**config.mk**
```make
export PLATFORM = sky130hd
export DESIGN_NAME = ssd_scroll_scanner
export DESIGN_NICKNAME = d
export VERILOG_FILES = /design/src/rtl/ssd_scroll_scanner.sv
export SDC_FILE = /design/constraint.sdc
export NUM_CORES = 1
export LEC_CHECK = 0
export BUFFER_PORTS_ARGS = -buffer_cell sky130_fd_sc_hd__buf_2
export CAP_MARGIN = 20
export CELL_PAD_IN_SITES_DETAIL_PLACEMENT = 1
export CELL_PAD_IN_SITES_GLOBAL_PLACEMENT = 1
export CORE_UTILIZATION = 45
export CTS_BUF_LIST = sky130_fd_sc_hd__clkbuf_8
export DETAILED_ROUTE_END_ITERATION = 16
export GPL_TIMING_DRIVEN = 0
export PLACE_DENSITY_LB_ADDON = 0.2
export SYNTH_ARGS = -nofsm -noshare
export SYNTH_HDL_FRONTEND = slang
export SYNTH_SLANG_ARGS = --single-unit
```
**constraint.sdc**
```tcl
create_clock -name clk -period 2.25 [get_ports clk]
set_input_delay 0.225 -clock clk [delete_from_list [all_inputs] [get_ports clk]]
set_output_delay 0.225 -clock clk [all_outputs]
set_load 0.005 [all_outputs]
```
**src/rtl/ssd_scroll_scanner.sv**
```systemverilog
// ssd_scroll_scanner: 4-digit scroll buffer multiplexed onto a common-anode 7-seg display
// Optional digit-0 blink when SSD_BLINK_EN is defined.
module ssd_scroll_scanner #(
  parameter int REFRESH_DIV = 100000,
  parameter logic [7:0] BLANK = 8'hFF,
  parameter int BLINK_DIV = 25
) (
  input  logic       clk,
  input  logic       rst,
  input  logic [7:0] seg_in,
  input  logic       load,
  input  logic       clr,
  output logic [7:0] segs,
  output logic [3:0] ssd_ctl,
  output logic       full
);
  localparam int DW = (REFRESH_DIV > 2) ? $clog2(REFRESH_DIV) : 1;
  logic [7:0] sbuf [4];
  logic [2:0] cnt;
  logic [DW-1:0] div;
  logic [1:0] idx;
  logic [7:0] disp;
  logic div_wrap;
  assign div_wrap = (div == DW'(REFRESH_DIV - 1));
`ifdef SSD_BLINK_EN
  localparam int FW = (BLINK_DIV > 2) ? $clog2(BLINK_DIV) : 1;
  logic [FW-1:0] fcnt;
  logic blink_ph;
  always_ff @(posedge clk) begin
    if (rst || clr) begin
      fcnt <= '0;
      blink_ph <= 1'b0;
    end else if (div_wrap && idx == 2'd3) begin
      fcnt <= (fcnt == FW'(BLINK_DIV - 1)) ? '0 : fcnt + FW'(1);
      blink_ph <= (fcnt == FW'(BLINK_DIV - 1)) ? ~blink_ph : blink_ph;
    end
  end
  always_comb disp = (blink_ph && cnt != 3'd0 && idx == 2'd0) ? BLANK : sbuf[idx];
`else
  always_comb disp = sbuf[idx];
`endif
  always_ff @(posedge clk) begin
    if (rst) begin
      for (int i = 0; i < 4; i++) sbuf[i] <= BLANK;
      cnt <= '0;
      full <= 1'b0;
      div <= '0;
      idx <= '0;
      segs <= BLANK;
      ssd_ctl <= 4'b1111;
    end else begin
      if (clr) begin
        for (int i = 0; i < 4; i++) sbuf[i] <= BLANK;
        cnt <= '0;
        full <= 1'b0;
      end else if (load) begin
        sbuf[3] <= sbuf[2];
        sbuf[2] <= sbuf[1];
        sbuf[1] <= sbuf[0];
        sbuf[0] <= seg_in;
        cnt <= (cnt == 3'd4) ? cnt : cnt + 3'd1;
        full <= (cnt >= 3'd3);
      end
      div <= div_wrap ? '0 : div + DW'(1);
      idx <= div_wrap ? idx + 2'd1 : idx;
      segs <= disp;
      ssd_ctl <= ~(4'b0001 << idx);
    end
  end
endmodule

```
==> qor.txt <==
status - complete, no violations
Fillers - 649
origin of the critical flop-to-flop path - div[0]
grt total ovfl - 0
R2R depth - 7
period utilization - 0.8027
Final Wtd Congestion - 0.7437
Die Y - 80.96 um
DR DRC count - 0
Syn Nets - 262
final WL - 5.863 mm
TritonCTS buffer count - 9
post_cts resized - 0
vias - 1912
die area - 6554 um2
Unique masters post-synth - 30
commonest non-fill, non-tap cell in the layout - dfxtp_1
class of the worst hold path - in -> reg
fmax - 553.7 MHz
CP required - 2.48 ns
Yosys reg bits - 67
largest net degree at the start of global routing - 17
YS warnings - 0
worst path arrival time - 2.03 ns
VDD IR-drop max - 725.0 uV
vias in the first global route - 1940
H-tree depth - 3
R2R Setup Slk - 0.44 ns
Min Hold Slack - 0.1390 ns
minimum clock period - 1.806 ns
Mapped Cells - 242
row count - 28
gr usage total - 0.2016
clock-pin slew on the worst setup and hold paths - 0.08 ns
drt via density - 5.356
Clk Latency, worst-skew pair - 0.34 ns
uppermost layer routed - met4
Pwr Density - 802.2 nW/um2
I/O Buffers - 24
final antenna-violating net count - 0
CP Class - reg -> reg
setup violators final - 0
crit path from - div[0]
static leakage - 0.001090 uW
CP max FO - 10
area grow syn2layout - 16.19%
Final Skew - 0.008184 ns
met2 wire len - 2.817 mm
Placed Cells - 341
CTS sink cnt - 67
CTS tree - done
DR WL met3 - 196 um
endpoints failing hold - 0
WL/cell - 16.42 um
DP HPWL - 3.896 mm
nets@finish - 297
Post CTS Setup Buffer Count - 0
fin. max-slew vios - 0
Seq/Total Area, Yosys - 0.5638
Max-slew headroom - 0.5205
num ports - 25
Non-Filler Instances - 357
Worst Setup EP - div[16]
RSZ-0062 raised after global routing - false
clk buf depth - 2
synthesized area per cell - 11.59 um2
reg-to-reg critical path endpoint - div[16]
Core ar. - 5956 um2
mapped cell area - 2805 um2
share of cells above drive strength 1 - 0.2305
commonest non-fill, non-tap cells in the layout - dfxtp_1 (43), buf_2 (27), nor2_1 (26)
first-pass GRT wire length - 9.508 mm
Iter 0 DRT Violations - 85
CP endpoint kind - register
initial antenna violation count - 0
Die X - 80.96 um
M1 WL - 2.732 mm
Starting Density - 0.4710
root buffer cell - clkbuf_8
kind of start point of the critical path - register
Post-CTS Hold Buffers - 0
1st-pass router iterations - 4
# diodes - 0
MaxCap Viol Count - 0
worst slew pin tran - 0.7174 ns
Final TNS setup - 0 ns
cell usage after synthesis, drive strengths merged:
cell type / count / area share
ha: 8 / 0.036
a2111oi: 1 / 0.0031
nor3: 5 / 0.0089
nand4: 6 / 0.016
inv: 9 / 0.012
nor4: 4 / 0.0089
xnor2: 14 / 0.044
nand2b: 6 / 0.013
xor2: 3 / 0.0094
and4: 1 / 0.0031
dfxtp: 43 / 0.31
buf: 5 / 0.012
or3: 24 / 0.054
nor4b: 1 / 0.0054
a21boi: 1 / 0.0027
a21oi: 2 / 0.0036
edfxtp: 24 / 0.26
nor2: 26 / 0.035
nand3: 6 / 0.011
mux2i: 9 / 0.032
mux4: 8 / 0.064
and4bb: 2 / 0.0089
nand2: 15 / 0.020
or2: 9 / 0.020
clkbuf: 8 / 0.011
o21ai: 2 / 0.0036
cell families after synthesis:
family,synth area share
buf+inv,0.03479
compound gates,0.01294
fa+ha+maj,0.03568
xor+xnor,0.05308
mux,0.09634
simple gates,0.2034
flops,0.5638
critical path: stages, from the launching register on:
cell and delay, ns:
dfxtp_1 0.42, ha_1 0.28, and4_1 0.24, nand4_1 0.24, nand2b_1 0.15, buf_4 0.16, buf_6 0.14, nor2_1 0.06
area by class of cell:
type	instances	area [um2]	area share
buffer	13	63.81	0.01958
clock buffer	9	123.9	0.03800
clock inverter	7	116.4	0.03570
inverter	9	33.78	0.01036
multi-input combinational	153	1126	0.3455
sequential	67	1582	0.4852
tap	75	93.84	0.02879
timing repair buffer	24	120.1	0.03685
routing by layer:
metal | track usage | up-vias
met5 | 0 | -
met4 | 0.1125 | 0
met2 | 0.3294 | 41
met3 | 0.05056 | 12
li1 | - | 913
met1 | 0.2421 | 946
power by group:
group          total, uW  switching, uW  internal (uW)
Combinational        113           63.7           49.1
Clock               1210            476            734
Sequential          1290           15.9           1280
Total               2610            556           2060
sequential cells by signal (all words and copies together) (netlist names):
name	count
ssd_ctl	4
div	17
full	1
cnt	3
idx	2
sbuf	32
segs	8
how the worst min path moves through the flow:
stage          slack [ns]    endpoint  cells past startpoint       start
2_1_floorplan        0.33     segs[2]                      1         rst
6_report             0.14  sbuf[0][1]                      2   seg_in[1]
3_3_place_gp         0.47      div[0]                      1      div[0]
3_5_place_dp         0.48  sbuf[1][4]                      2  sbuf[0][4]
4_1_cts              0.13  sbuf[0][7]                      2   seg_in[7]
5_1_grt              0.13  sbuf[0][0]                      2   seg_in[0]
through the flow:
step	total power, uW	worst slack [ns]	area [um2]	utilization
floorplan	1386	0.7599	2805	-
global placement	1429	0.2844	3019	0.5069
detailed placement	1433	0.2234	3019	0.5069
CTS	2639	0.4376	3259	0.5473
global route	2705	0.3284	3259	0.5473
finish	2615	0.4439	3259	0.5473
No activity file was read; power rests on OpenSTA's default activity.
